<file path="config.mk">
export PLATFORM = sky130hd
export DESIGN_NAME = rf_val_sweep_ctrl_flat
export DESIGN_NICKNAME = d
export VERILOG_FILES = /design/src/rtl/rf_val_sweep_ctrl_if.sv /design/src/rtl/rf_val_sweep_ctrl.sv /design/src/flat_wrapper.sv
export SDC_FILE = /design/constraint.sdc
export NUM_CORES = 1
export LEC_CHECK = 0
export BUFFER_PORTS_ARGS = -buffer_cell sky130_fd_sc_hd__clkbuf_2
export CAP_MARGIN = 0
export CORE_MARGIN = 2
export CORE_UTILIZATION = 41
export DETAILED_ROUTE_END_ITERATION = 12
export GPL_ROUTABILITY_DRIVEN = 0
export GPL_TIMING_DRIVEN = 0
export SYNTH_ARGS = -nofsm -noshare
export SYNTH_HDL_FRONTEND = slang
export SYNTH_SLANG_ARGS = --single-unit
</file>
<file path="constraint.sdc">
create_clock -name clk -period 2.5 [get_ports clk]
set_input_delay 0.25 -clock clk [delete_from_list [all_inputs] [get_ports clk]]
set_output_delay 0.25 -clock clk [all_outputs]
set_load 0.005 [all_outputs]
</file>
<file path="src/rtl/rf_val_sweep_ctrl_if.sv">
// Command/config and RF-cell signal bundle for the RF validation sweep sequencer.
// Optional pass_cnt output exists only when RF_SWEEP_PASSCNT_EN is defined.
interface rf_val_sweep_ctrl_if #(
  parameter int unsigned N_CH = 8,
  parameter int unsigned DW_W = 16
);
  localparam int unsigned IdxW = $clog2(N_CH);

  logic              start;
  logic              stop;
  logic [N_CH-1:0]   ch_mask;
  logic [DW_W-1:0]   dwell;
  logic              loop;
  logic [N_CH-1:0]   sel;
  logic              en;
  logic [IdxW-1:0]   ch_idx;
  logic              busy;
  logic              mark;
  logic              done;
`ifdef RF_SWEEP_PASSCNT_EN
  logic [7:0]        pass_cnt;

  modport master (
    output start, stop, ch_mask, dwell, loop,
    input  sel, en, ch_idx, busy, mark, done, pass_cnt
  );
  modport slave (
    input  start, stop, ch_mask, dwell, loop,
    output sel, en, ch_idx, busy, mark, done, pass_cnt
  );
`else
  modport master (
    output start, stop, ch_mask, dwell, loop,
    input  sel, en, ch_idx, busy, mark, done
  );
  modport slave (
    input  start, stop, ch_mask, dwell, loop,
    output sel, en, ch_idx, busy, mark, done
  );
`endif
endinterface

</file>
<file path="src/rtl/rf_val_sweep_ctrl.sv">
// Sweep sequencer for RF validation cells: per enabled channel, settle with en low, then dwell.
// Optional feature: RF_SWEEP_PASSCNT_EN adds a saturating pass counter output.
module rf_val_sweep_ctrl #(
  parameter int unsigned N_CH   = 8,
  parameter int unsigned DW_W   = 16,
  parameter int unsigned SETTLE = 4
) (
  input logic               clk,
  input logic               rst,
  rf_val_sweep_ctrl_if.slave bus
);
  localparam int unsigned IdxW = $clog2(N_CH);
  // Search pointer can hold N_CH, meaning "past the last channel".
  localparam int unsigned PtrW = $clog2(N_CH + 1);
  localparam int unsigned SetW = $clog2(SETTLE + 1);
  localparam int unsigned CntW = (DW_W > SetW) ? DW_W : SetW;

  typedef enum logic [2:0] {StIdle, StSeek, StSettle, StDwell, StDone} state_e;

  state_e            state_q, state_d;
  logic [N_CH-1:0]   mask_q;
  logic [DW_W-1:0]   dwell_last_q;
  logic              loop_q;
  logic [PtrW-1:0]   ptr_q;
  logic [CntW-1:0]   cnt_q;

  logic [N_CH-1:0]   sel_q, sel_d;
  logic              en_q, en_d;
  logic [IdxW-1:0]   ch_idx_q, ch_idx_d;
  logic              busy_q, busy_d;
  logic              mark_q, mark_d;
  logic              done_q, done_d;

  logic              accept;
  logic              hit;
  logic [IdxW-1:0]   hit_idx;
  logic [IdxW-1:0]   low_idx;
  logic [IdxW-1:0]   pick_idx;
  logic              settle_end;
  logic              dwell_end;

  // Lowest enabled channel at or above the pointer, and lowest enabled channel overall.
  always_comb begin
    hit     = 1'b0;
    hit_idx = '0;
    low_idx = '0;
    for (int i = N_CH - 1; i >= 0; i--) begin
      if (mask_q[i]) begin
        low_idx = IdxW'(i);
        if (PtrW'(i) >= ptr_q) begin
          hit     = 1'b1;
          hit_idx = IdxW'(i);
        end
      end
    end
    pick_idx = hit ? hit_idx : low_idx;
  end

  assign accept     = (state_q == StIdle) && bus.start && !bus.stop;
  assign settle_end = (cnt_q == CntW'(SETTLE - 1));
  assign dwell_end  = (cnt_q == CntW'(dwell_last_q));

  always_ff @(posedge clk) begin
    if (rst) begin
      state_q <= StIdle;
    end else begin
      state_q <= state_d;
    end
  end

  always_comb begin
    state_d = state_q;
    unique case (state_q)
      StIdle: begin
        if (accept) begin
          state_d = (|bus.ch_mask) ? StSeek : StDone;
        end
      end
      StSeek: begin
        if (hit || loop_q) begin
          state_d = StSettle;
        end else begin
          state_d = StDone;
        end
      end
      StSettle: begin
        if (settle_end) begin
          state_d = StDwell;
        end
      end
      StDwell: begin
        if (dwell_end) begin
          state_d = StSeek;
        end
      end
      StDone:  state_d = StIdle;
      default: state_d = StIdle;
    endcase
    if (bus.stop && (state_q != StIdle)) begin
      state_d = StIdle;
    end
  end

  // Config latch, search pointer and the shared settle/dwell counter.
  always_ff @(posedge clk) begin
    if (rst) begin
      mask_q       <= '0;
      dwell_last_q <= '0;
      loop_q       <= 1'b0;
      ptr_q        <= '0;
      cnt_q        <= '0;
    end else begin
      if (accept) begin
        mask_q       <= bus.ch_mask;
        dwell_last_q <= (bus.dwell == '0) ? '0 : bus.dwell - DW_W'(1);
        loop_q       <= bus.loop;
        ptr_q        <= '0;
      end else if ((state_q == StDwell) && (state_d == StSeek)) begin
        ptr_q <= PtrW'(ch_idx_q) + PtrW'(1);
      end
      if (state_d != state_q) begin
        cnt_q <= '0;
      end else if ((state_q == StSettle) || (state_q == StDwell)) begin
        cnt_q <= cnt_q + CntW'(1);
      end
    end
  end

  always_comb begin
    sel_d    = sel_q;
    ch_idx_d = ch_idx_q;
    if ((state_q == StSeek) && (state_d == StSettle)) begin
      sel_d    = N_CH'(1) << pick_idx;
      ch_idx_d = pick_idx;
    end else if ((state_d == StIdle) || (state_d == StDone)) begin
      sel_d = '0;
    end
    en_d   = (state_d == StDwell);
    mark_d = (state_d == StDwell) && (state_q != StDwell);
    done_d = (state_d == StDone);
    busy_d = (state_d == StSeek) || (state_d == StSettle) || (state_d == StDwell);
  end

  always_ff @(posedge clk) begin
    if (rst) begin
      sel_q    <= '0;
      en_q     <= 1'b0;
      ch_idx_q <= '0;
      busy_q   <= 1'b0;
      mark_q   <= 1'b0;
      done_q   <= 1'b0;
    end else begin
      sel_q    <= sel_d;
      en_q     <= en_d;
      ch_idx_q <= ch_idx_d;
      busy_q   <= busy_d;
      mark_q   <= mark_d;
      done_q   <= done_d;
    end
  end

  assign bus.sel    = sel_q;
  assign bus.en     = en_q;
  assign bus.ch_idx = ch_idx_q;
  assign bus.busy   = busy_q;
  assign bus.mark   = mark_q;
  assign bus.done   = done_q;

`ifdef RF_SWEEP_PASSCNT_EN
  logic [7:0] pass_cnt_q;

  // A pass completes whenever a seek runs off the end of the mask (wrap or finish).
  always_ff @(posedge clk) begin
    if (rst) begin
      pass_cnt_q <= '0;
    end else if (accept) begin
      pass_cnt_q <= '0;
    end else if ((state_q == StSeek) && !hit && (state_d != StIdle) &&
                 (pass_cnt_q != 8'hFF)) begin
      pass_cnt_q <= pass_cnt_q + 8'd1;
    end
  end

  assign bus.pass_cnt = pass_cnt_q;
`endif
endmodule

</file>
<file path="src/flat_wrapper.sv">
// flat-port wrapper written by rule: the top's interface ports become plain ports
module rf_val_sweep_ctrl_flat 
#(
  parameter int unsigned N_CH   = 8,
  parameter int unsigned DW_W   = 16,
  parameter int unsigned SETTLE = 4
)
  (clk, rst, bus_start, bus_stop, bus_ch_mask, bus_dwell, bus_loop, bus_sel, bus_en, bus_ch_idx, bus_busy, bus_mark, bus_done);
  rf_val_sweep_ctrl_if #(.N_CH(N_CH), .DW_W(DW_W)) bus_i ();
  input logic clk;
  input logic rst;
  input wire logic [$bits(bus_i.start)-1:0] bus_start;
  input wire logic [$bits(bus_i.stop)-1:0] bus_stop;
  input wire logic [$bits(bus_i.ch_mask)-1:0] bus_ch_mask;
  input wire logic [$bits(bus_i.dwell)-1:0] bus_dwell;
  input wire logic [$bits(bus_i.loop)-1:0] bus_loop;
  output wire logic [$bits(bus_i.sel)-1:0] bus_sel;
  output wire logic [$bits(bus_i.en)-1:0] bus_en;
  output wire logic [$bits(bus_i.ch_idx)-1:0] bus_ch_idx;
  output wire logic [$bits(bus_i.busy)-1:0] bus_busy;
  output wire logic [$bits(bus_i.mark)-1:0] bus_mark;
  output wire logic [$bits(bus_i.done)-1:0] bus_done;
  assign bus_i.start = bus_start;
  assign bus_i.stop = bus_stop;
  assign bus_i.ch_mask = bus_ch_mask;
  assign bus_i.dwell = bus_dwell;
  assign bus_i.loop = bus_loop;
  assign bus_sel = bus_i.sel;
  assign bus_en = bus_i.en;
  assign bus_ch_idx = bus_i.ch_idx;
  assign bus_busy = bus_i.busy;
  assign bus_mark = bus_i.mark;
  assign bus_done = bus_i.done;
  rf_val_sweep_ctrl #(.N_CH(N_CH), .DW_W(DW_W), .SETTLE(SETTLE)) u_core (.clk(clk), .rst(rst), .bus(bus_i));
endmodule
</file>
==> results of run 1 <==
[power by group]
group | switching, mW | internal, mW
clock network | 0.378 | 0.580
logic | 0.189 | 0.140
registers | 0.0303 | 1.03
[worst max-delay path by stage]
stage | start | endpoint | slack, ps | cells after the start
final | u_core.state_q[1] | u_core.bus.sel[1] | 410 | 8
after global placement | bus_dwell[0] | u_core.dwell_last_q[12] | 170 | 11
after floorplan | bus_dwell[0] | u_core.dwell_last_q[10] | 560 | 10
after global routing | u_core.state_q[2] | u_core.dwell_last_q[8] | 260 | 7
after detailed placement | bus_dwell[0] | u_core.dwell_last_q[9] | 110 | 11
after CTS | u_core.state_q[1] | u_core.bus.sel[5] | 440 | 8
[sequential cells by signal, indices dropped and copies added (netlist names), 3 cells and up]
name	cells
u_core.cnt_q	16
u_core.state_q	3
u_core.bus.ch_idx	3
u_core.mask_q	8
u_core.ptr_q	4
u_core.bus.sel	8
u_core.dwell_last_q	16
[cells in the final DEF (no fill, tap or decap), types with 3 or more instances in the layout]
master     Yosys  layout
o21ai_2       12      12
inv_1          6       6
nor2b_1        7       7
nor3_1        16      16
xor2_1        12      12
clkbuf_8       1      11
nand3_1       12      12
nand4_1        9       9
clkbuf_2       2      45
buf_6          3       3
clkbuf_1       4       5
o21ai_0       10      10
nor2_2        10      10
dfxtp_1       63      63
a21oi_1       19      19
o2bb2ai_1      6       6
xnor2_1       33      33
mux2i_1        4       4
ha_1           3       3
nor4_1        10      10
and3_1         3       3
nand2_1       64      64
nor2_1        26      26
[logic make-up (layout without fill, tap and decap cells)]
logic type	count (synthesis)	after routing
multiplexers	4	4
AO/OA/AOI/OAI	71	71
XOR/XNOR	45	45
adder cells (fa/ha/maj)	3	3
buffers and inverters	23	81
AND/OR/NAND/NOR	185	185
flip-flops	63	63
[layout make-up]
cell class / instances / area, sq um
plain buffers: 17 / 136
clock buffers: 11 / 141
clock inverters: 4 / 70.1
fillers: 793 / 4160
inverters: 6 / 22.5
multi-input cells: 308 / 2000
flip-flops and latches: 63 / 1260
well taps: 105 / 131
repair buffers: 43 / 215
[through the flow]
stage	std cells	cell area [sq um]
after floorplan	394	3420
after global placement	542	3760
after detailed placement	542	3760
after CTS	557	3980
after global routing	557	3980
final	557	3980
[layer usage]
layer  track usage [%]  part of all wire (%)  vias up
met3              4.27                   4.8       12
met5                 0                     0        -
met2              27.8                    43       65
met4              6.28                   2.0        0
met1              24.6                    50     1314
li1                  -                     -     1494
[Yosys cell counts (7+ instances only)]
| library cell | count |
|---|---|
| a21oi_1 | 19 |
| dfxtp_1 | 63 |
| nand2_1 | 64 |
| nand3_1 | 12 |
| nand4_1 | 9 |
| nor2_1 | 26 |
| nor2_2 | 10 |
| nor2b_1 | 7 |
| nor3_1 | 16 |
| nor4_1 | 10 |
| o21ai_0 | 10 |
| o21ai_2 | 12 |
| xnor2_1 | 33 |
| xor2_1 | 12 |
==> summary.txt, run 1 <==
Critical path
  – CP Data Required Time: 2780 ps
  – Worst path arrival time: 2370 ps
  – CP max FO: 10
  – Cell family with most CP delay: compound AO/OA/AOI/OAI gates
  – Worst R2R Setup Slack: 410 ps
  – Critical path cell sequence: buf_6, nor2b_1, clkbuf_1, nand4_1, o2bb2ai_1, nor2_1, a21oi_2, a22o_1
  – Slowest-stage cell, CP: a21oi_2
  – FF-to-FF Start: u_core.state_q[1]
  – Reg2reg path depth: 8
  – Critical path class: reg -> reg
  – Largest stage delay on the critical path: 370 ps
  – Critical Path End Type: flip-flop
  – R2R Path End: u_core.bus.sel[1]
  – Startpoint types: flip-flop
  – WP buf/inv: 2

Synth
  – Mapped Area: 3420 sq um
  – Mapped Nets: 426
  – Post-synth top area share: 36.9%
  – Sequential-to-total area share from yosys stat: 36.9%
  – Complex-gate fraction of the synthesized area: 16.0%
  – Main area contributors after synthesis: dfxtp_1, xnor2_1, nand2_1
  – Area share of and/or/nand/nor cells after synthesis: 28.6%
  – Ys async rst share: 0%
  – Post-Synth Adder-Cell Area: 1.10%
  – Syn avg cell area: 8.67 sq um
  – Synth warn: 0
  – Synth area leader: dfxtp_1
  – Ys flop type: dfxtp_1
  – Unique masters post-synth: 68
  – Cells after Synth: 394
  – Post-synth EDFFs: 0
  – Largest family of logic cells by synthesized area: simple AND/OR/NAND/NOR gates
  – Yosys reg bits: 63
  – Post-synthesis xor/xnor area fraction: 11.5%
  – Mux share of post-synthesis cell area: 1.17%

Global routing
  – All-Layer GR Usage: 18.0%
  – Number of global-route vias before repair: 2655
  – Initial antenna violation count: 0
  – Largest net degree at the start of global routing: 11
  – First-pass GRT wire length: 12.7 mm
  – Total global routing overflow: 0

Status
  – Status: complete, no violations

Pwr
  – Pleak: 1.48 nW
  – VDD IR max: 0.294 mV
  – Power Total: 2.35 mW
  – Pwr dens: 591 nW/um^2

Die
  – Floorplan row count: 33
  – DIE AREA: 9080 sq um
  – Starting density of the core: 42.0%
  – Io pins: 44
  – Die W: 95.3 um
  – Core Region: 8130 sq um
  – Die height: 95.3 um

Clock tree
  – CTS Root Cell: clkbuf_8
  – Htree depth: 3
  – CTS resizes: 0
  – Maximum clock path buffer count: 2
  – TritonCTS Buffers: 9
  – Clock Latency Late Sink: 340 ps
  – Postcts setup bufs: 0
  – CTS tree: done
  – Worst-path clk slew: 70 ps
  – Post-CTS Hold Buffers: 0
  – Clock Sinks: 63

Routing
  – Vias/cell: 5.18
  – DRC violations left: 0
  – Iteration-0 DRC Markers: 134
  – Via count: 2885
  – Final wirelength: 7.63 mm
  – Antenna viol nets, final: 0
  – TritonRoute pass-1 iters: 4
  – Routed len/inst: 13.7 um

Timing
  – Maximum clock frequency: 478 MHz
  – Max Slew Vio Count: 0
  – Final Cycle Share: 83.7%
  – Hold Vio Cnt, Final: 0
  – Skew final: 4.81 ps
  – Setup TNS: 0 ps
  – Final setup fails: 0
  – Slew HR: 53.6%
  – RSZ-0062 raised after global routing: false
  – Final worst slack: 408 ps
  – Fin Hold WS: 119 ps
  – Final min period: 2090 ps
  – Slew @ Worst Pin: 692 ps

Layout
  – Nets: 480
  – Fraction of layout cells with a size suffix above 1: 24.1%
  – Post-layout util: 48.9%
  – Ant. Diodes: 0
  – Syn-to-layout area delta: 16.3%

Worst hold path
  – Worst Hold Class: in -> reg
  – Hold worst-path end: u_core.dwell_last_q[0]
  – Hold Startpoint: bus_dwell[0]
  – Hold Path Depth: 2

Job
  – Max-Cap Viols: 0

Placed design
  – I/O Buffers: 43
  – Setup WS pre-CTS: 106 ps
  – Hpwl dp: 5.86 mm
(Power assumes the default switching activity.)
==> inputs of run 2 (changes only) <==
==> constraint.sdc (replaced) <==
create_clock -name clk -period 1.8 [get_ports clk]
set_input_delay 0.18 -clock clk [delete_from_list [all_inputs] [get_ports clk]]
set_output_delay 0.18 -clock clk [all_outputs]
set_load 0.005 [all_outputs]
==> run 2 against run 1 <==
  * Via count up 2.5%
  * Critical endpoint is now u_core.cnt_q[13]
  * Highest routed layer unchanged
  * The run now ends with setup timing left
  * Cell count up 2.9%
  * Critical path type unchanged
  * Register-to-register slack worse by 470 ps
==> summary.txt, run 2 (same netlist as run 1, synthesis figures left out) <==
Global routing
  – GR Layer Usage met3: 3.08% (was 4.27%)
  – All-Layer GR Usage: 18.5% (was 18.0%)
  – Most Crowded Layer GR: met2 (unchanged)
  – Total global routing overflow: 0 (unchanged)
  – Grt met1 use: 24.2% (was 24.6%)
  – First-pass GRT wire length: 13.0 mm (was 12.7 mm)
  – Met2 Use GR: 29.8% (was 27.8%)
  – Initial antenna violation count: 0 (unchanged)
  – Largest net degree at the start of global routing: 11 (unchanged)
  – Number of global-route vias before repair: 2748 (was 2655)

Timing
  – Slew HR: 62.3% (was 53.6%)
  – Setup TNS: -663 ps (was 0 ps)
  – Final Cycle Share: 104% (was 83.7%)
  – RSZ-0062 raised after global routing: true (was false)
  – Fin Hold WS: 65.0 ps (was 119 ps)
  – Maximum clock frequency: 537 MHz (was 478 MHz)
  – Final min period: 1860 ps (was 2090 ps)
  – Max Slew Vio Count: 0 (unchanged)
  – Hold Vio Cnt, Final: 0 (unchanged)
  – Final worst slack: -63.4 ps (was 408 ps)
  – Slew @ Worst Pin: 561 ps (was 692 ps)
  – Final setup fails: 20 (was 0)
  – Skew final: 13.1 ps (was 4.81 ps)

Worst hold path
  – Hold Startpoint: bus_ch_mask[2] (was bus_dwell[0])
  – Hold Path Depth: 3 (was 2)
  – Worst Hold Class: in -> reg (unchanged)
  – Hold worst-path end: u_core.mask_q[2] (was u_core.dwell_last_q[0])

Clock tree
  – Maximum clock path buffer count: 2 (unchanged)
  – CTS Root Cell: clkbuf_8 (unchanged)
  – Htree depth: 3 (unchanged)
  – Clock Sinks: 63 (unchanged)
  – CTS tree: done (unchanged)
  – Worst-path clk slew: 70 ps (about the same)
  – Clock Latency Late Sink: 350 ps (was 340 ps)
  – TritonCTS Buffers: 9 (unchanged)

Layout
  – Top Registers: u_core.cnt_q (16), u_core.dwell_last_q (16) (unchanged)
  – Nets: 495 (was 480)
  – Fraction of layout cells with a size suffix above 1: 34.8% (was 24.1%)
  – Commonest non-fill, non-tap cell in the layout: nand2_1 (unchanged)
  – Syn-to-layout area delta: 27.6% (was 16.3%)
  – Final instance area: 4360 sq um (was 3980 sq um)
  – Ant. Diodes: 0 (unchanged)
  – Most frequent cells in the layout: nand2_1, dfxtp_1, clkbuf_2, xnor2_1, nor2_1 (unchanged)

Critical path
  – Worst path arrival time: 2110 ps (was 2370 ps)
  – WP buf/inv: 2 (unchanged)
  – Worst R2R Setup Slack: -60 ps (was 410 ps)
  – Slowest-stage cell, CP: or3b_4 (was a21oi_2)
  – Reg2reg path depth: 6 (was 8)
  – Largest stage delay on the critical path: 410 ps (was 370 ps)
  – FF-to-FF Start: u_core.state_q[1] (unchanged)
  – CP max FO: 10 (unchanged)
  – Critical path class: reg -> reg (unchanged)
  – CP Data Required Time: 2050 ps (was 2780 ps)
  – Cell family with most CP delay: compound AO/OA/AOI/OAI gates (unchanged)
  – R2R Path End: u_core.cnt_q[13] (was u_core.bus.sel[1])
  – Startpoint types: flip-flop (unchanged)
  – Critical Path End Type: flip-flop (unchanged)
  – Critical path cell sequence: buf_6, or3b_4, o32a_4, o2111ai_4, buf_8, nor2_2 (was buf_6, nor2b_1, clkbuf_1, nand4_1, o2bb2ai_1, nor2_1, a21oi_2, a22o_1)

Status
  – Failing checks: setup timing
  – Status: finished, violations left (was complete, no violations)

Routing
  – DRC violations left: 0 (unchanged)
  – TritonRoute pass-1 iters: 4 (unchanged)
  – Iteration-0 DRC Markers: 126 (was 134)
  – Vias/cell: 5.16 (was 5.18)
  – Routed len/inst: 14.2 um (was 13.7 um)
  – Via count: 2956 (was 2885)
  – Final wirelength: 8.13 mm (was 7.63 mm)
  – Antenna viol nets, final: 0 (unchanged)

Die
  – Floorplan row count: 33 (unchanged)
  – DIE AREA: 9080 sq um (unchanged)
  – Die height: 95.3 um (unchanged)
  – Core Region: 8130 sq um (unchanged)
  – Io pins: 44 (unchanged)
  – Die W: 95.3 um (unchanged)
  – Starting density of the core: 42.0% (unchanged)

Placed design
  – Cell area after placement: 3820 sq um (was 3760 sq um)
  – Hpwl dp: 5.86 mm (about the same)
  – I/O Buffers: 43 (unchanged)
  – Setup WS pre-CTS: -402 ps (was 106 ps)

Job
  – Max-Cap Viols: 0 (unchanged)

Pwr
  – VDD IR max: 0.376 mV (was 0.294 mV)
  – Power Total: 3.48 mW (was 2.35 mW)
  – Pwr dens: 798 nW/um^2 (was 591 nW/um^2)
  – Pleak: 1.62 nW (was 1.48 nW)
## run 2: cell types whose count changed in the layout (fill, tap and decap cells not counted), sizes merged
cell and delta:
clkinv -1, buf +17
## run 2: through the flow
step | instances | utilization, %
2_1_floorplan | 394 | -
3_3_place_gp | 542 | 46.9
3_5_place_dp | 542 | 46.9
4_1_cts | 566 | 51.4
5_1_grt | 573 | 53.6
6_report | 573 | 53.6
## run 2: how the worst max path moves through the flow
stage	startpoint	endpoint	slack, ps	cells past startpoint
final	u_core.state_q[1]	u_core.cnt_q[13]	-60	6
after global routing	u_core.ptr_q[1]	u_core.cnt_q[13]	-150	8
after CTS	u_core.state_q[1]	u_core.cnt_q[12]	-60	8
after detailed placement	bus_dwell[0]	u_core.dwell_last_q[12]	-400	11
after global placement	bus_dwell[0]	u_core.dwell_last_q[12]	-360	11
after floorplan	bus_dwell[0]	u_core.dwell_last_q[8]	0.6	10
## run 2: where the power goes
group,switching (mW),internal [mW]
Sequential,0.0433,1.43
Combinational,0.314,0.279
Clock,0.555,0.855
## run 2: worst register-to-register path, cell delays in order (launching register included)
cell       delay (ps)
dfxtp_1           310
buf_6             140
or3b_4            410
o32a_4            390
o2111ai_4         260
buf_8             200
nor2_2             50
## run 2: repair_timing
| action | CTS | global route |
|---|---|---|
| setup buffers | 8 | 7 |
| gates cloned | 0 | 1 |
| resized for setup | 22 | 37 |
| pin swaps | 2 | 9 |
| setup endpoints to repair | 47 | 48 |
| hold buffers | 0 | 0 |
## run 2: area by class of cell
| cell class | instances | area, sq um |
|---|---|---|
| buffer | 16 | 141 |
| tap | 105 | 131 |
| fill | 777 | 3770 |
| clock buffer | 13 | 159 |
| timing repair buffer | 59 | 393 |
| sequential | 63 | 1280 |
| inverter | 6 | 27.5 |
| clock inverter | 3 | 65.1 |
| multi-input combinational | 308 | 2170 |
## run 2: metal layers
layer  wire length (um)  share of wire [%]
met5                  0                  0
met4                117                1.4
met3                393                4.8
met2               3700                 46
met1               3910                 48
==> inputs of run 3 (changes only) <==
--- a/config.mk
+++ b/config.mk
@@ -11,7 +11,7 @@
 export CORE_UTILIZATION = 41
 export DETAILED_ROUTE_END_ITERATION = 12
 export GPL_ROUTABILITY_DRIVEN = 0
-export GPL_TIMING_DRIVEN = 0
+export MAX_ROUTING_LAYER = met4
 export SYNTH_ARGS = -nofsm -noshare
 export SYNTH_HDL_FRONTEND = slang
 export SYNTH_SLANG_ARGS = --single-unit
==> run 3 against run 2 <==
  * The run now ends clean
  * Largest power group unchanged
  * Flip-flop and latch count stayed put
  * Sequential share of layout area down 0.74 points
  * Combinational power increased by 8.8%
  * Largest cell class unchanged
  * Total power shrank 4.8%
  * Core utilization rose by 1.9 points
  * Critical path depth rose by 2
  * Non-clock buffer count rose by 34
  * Setup slack better by 76 ps
  * Clock skew decreased by 4.6 ps
  * Via count increased by 4.5%
==> summary.txt, run 3 (same netlist as run 1, synthesis figures left out) <==
Critical path
  – R2R Path End: u_core.bus.sel[3] (was u_core.cnt_q[13])
  – Largest stage delay on the critical path: 380 ps (was 410 ps)
  – CP max FO: 9 (was 10)
  – Critical Path End Type: flip-flop (unchanged)
  – WP buf/inv: 2 (unchanged)
  – Cell family with most CP delay: compound AO/OA/AOI/OAI gates (unchanged)
  – Slowest-stage cell, CP: dfxtp_4 (was or3b_4)
  – Total stage count of the critical path: 8 (was 6)
  – Reg2reg path depth: 8 (was 6)
  – Worst R2R Setup Slack: 10 ps (was -60 ps)
  – Worst Setup SP: u_core.ptr_q[0] (was u_core.state_q[1])
  – FF-to-FF Start: u_core.ptr_q[0] (was u_core.state_q[1])
  – CP Data Required Time: 2030 ps (was 2050 ps)
  – Critical path class: reg -> reg (unchanged)
  – Worst path arrival time: 2020 ps (was 2110 ps)
  – Startpoint types: flip-flop (unchanged)
  – Critical path cell sequence: a21bo_1, buf_4, a21oi_2, a2111oi_0, o21ai_1, o31ai_4, buf_12, a32o_1 (was buf_6, or3b_4, o32a_4, o2111ai_4, buf_8, nor2_2)

Worst hold path
  – Worst Hold Class: in -> reg (unchanged)
  – Hold Startpoint: bus_loop (was bus_ch_mask[2])
  – Hold Path Depth: 3 (unchanged)
  – Hold worst-path end: u_core.loop_q (was u_core.mask_q[2])

Timing
  – Final setup fails: 0 (was 20)
  – Slew HR: 69.3% (was 62.3%)
  – Final min period: 1790 ps (was 1860 ps)
  – Slew @ Worst Pin: 457 ps (was 561 ps)
  – Max Slew Vio Count: 0 (unchanged)
  – RSZ-0062 raised after global routing: true (unchanged)
  – Skew final: 8.53 ps (was 13.1 ps)
  – Final Cycle Share: 99.3% (was 104%)
  – Hold Vio Cnt, Final: 0 (unchanged)
  – Maximum clock frequency: 560 MHz (was 537 MHz)
  – Fin Hold WS: 64.9 ps (was 65.0 ps)

Die
  – Io pins: 44 (unchanged)
  – Starting density of the core: 42.0% (unchanged)
  – Die height: 95.3 um (unchanged)
  – Floorplan row count: 33 (unchanged)
  – Core Region: 8130 sq um (unchanged)
  – DIE AREA: 9080 sq um (unchanged)
  – Die W: 95.3 um (unchanged)

Routing
  – Via count: 3088 (was 2956)
  – Routed len/inst: 13.5 um (was 14.2 um)
  – Vias/cell: 5.08 (was 5.16)
  – Final wirelength: 8.22 mm (was 8.13 mm)
  – TritonRoute pass-1 iters: 4 (unchanged)
  – Iteration-0 DRC Markers: 146 (was 126)
  – Antenna viol nets, final: 0 (unchanged)
  – DRC violations left: 0 (unchanged)

Layout
  – Nets: 530 (was 495)
  – Syn-to-layout area delta: 32.2% (was 27.6%)
  – Fraction of layout cells with a size suffix above 1: 39.8% (was 34.8%)
  – Final Instance Count excl. Fillers: 608 (was 573)
  – Top Registers: u_core.cnt_q (16), u_core.dwell_last_q (16) (unchanged)
  – Commonest non-fill, non-tap cell in the layout: nand2_1 (unchanged)
  – Ant. Diodes: 0 (unchanged)
  – Final instance area: 4520 sq um (was 4360 sq um)
  – Most frequent cells in the layout: nand2_1, buf_4, dfxtp_1, clkbuf_2, xnor2_1 (was nand2_1, dfxtp_1, clkbuf_2, xnor2_1, nor2_1)
  – Post-layout util: 55.5% (was 53.6%)

Global routing
  – Initial antenna violation count: 0 (unchanged)
  – Number of global-route vias before repair: 2865 (was 2748)
  – Largest net degree at the start of global routing: 21 (was 11)
  – First-pass GRT wire length: 13.6 mm (was 13.0 mm)
  – All-Layer GR Usage: 19.6% (was 18.5%)
  – Total global routing overflow: 0 (unchanged)

Clock tree
  – TritonCTS Buffers: 9 (unchanged)
  – CTS tree: done (unchanged)
  – Clock Latency Late Sink: 340 ps (was 350 ps)
  – Worst-path clk slew: 70 ps (about the same)
  – Clock Sinks: 63 (unchanged)
  – Maximum clock path buffer count: 2 (unchanged)
  – CTS Root Cell: clkbuf_8 (unchanged)
  – Htree depth: 3 (unchanged)
  – Post-CTS Hold Buffers: 0 (unchanged)

Pwr
  – Pwr dens: 733 nW/um^2 (was 798 nW/um^2)
  – VDD IR max: 0.334 mV (was 0.376 mV)
  – Power Total: 3.31 mW (was 3.48 mW)
  – Pleak: 1.77 nW (was 1.62 nW)

Placed design
  – Hpwl dp: 6.32 mm (was 5.86 mm)
  – Cell count after placement: 586 (was 542)
  – Cell area after placement: 4150 sq um (was 3820 sq um)
  – I/O Buffers: 43 (unchanged)

Status
  – Status: complete, no violations (was finished, violations left)

Job
  – Max-Cap Viols: 0 (unchanged)
-- run 3: routing by layer --
layer	vias to the layer above	wire (um)	GRT usage [%]
li1	1603	-	-
met1	1400	3920	25.1
met2	74	3760	30.5
met3	11	397	4.51
met4	0	139	7.00
met5	-	0	-
-- run 3: worst max path at each step --
| stage | endpoint | slack [ps] |
|---|---|---|
| 6_report | u_core.bus.sel[3] | 10 |
| 5_1_grt | u_core.cnt_q[0] | -40 |
| 4_1_cts | u_core.bus.sel[5] | -20 |
| 3_5_place_dp | u_core.dwell_last_q[6] | -210 |
| 3_3_place_gp | u_core.dwell_last_q[6] | -90 |
| 2_1_floorplan | u_core.dwell_last_q[8] | 0.6 |
-- run 3: cell type report --
cell class | count | area (sq um)
clock buffer | 12 | 145
tap | 105 | 131
clock inverter | 4 | 45.0
sequential | 63 | 1290
multi-input combinational | 309 | 2130
fill | 744 | 3620
timing repair buffer | 109 | 747
inverter | 6 | 27.5
-- run 3: tightest hold or removal path, stage by stage --
cell	delay, ps
clkbuf_2	80
nand2_1	50
a21oi_1	50
-- run 3: repair_timing --
item | CTS | global route
setup buffers | 0 | 5
endpoints found under the setup margin | 24 | 39
pin swaps | 0 | 10
resized for setup | 9 | 30
gates cloned | 0 | 1
-- run 3: through the flow --
step | setup slack, ps | TNS [ps]
floorplan | 0.623 | 0
global placement | -92.3 | -1570
detailed placement | -210 | -3630
CTS | -15.4 | -28.1
global route | -38.6 | -473
finish | 13.1 | 0
-- run 3: power by group --
group / switching (mW) / internal [mW] / leakage (nW)
combinational: 0.323 / 0.321 / 1.16
clock: 0.533 / 0.671 / 0.100
sequential: 0.0362 / 1.43 / 0.519
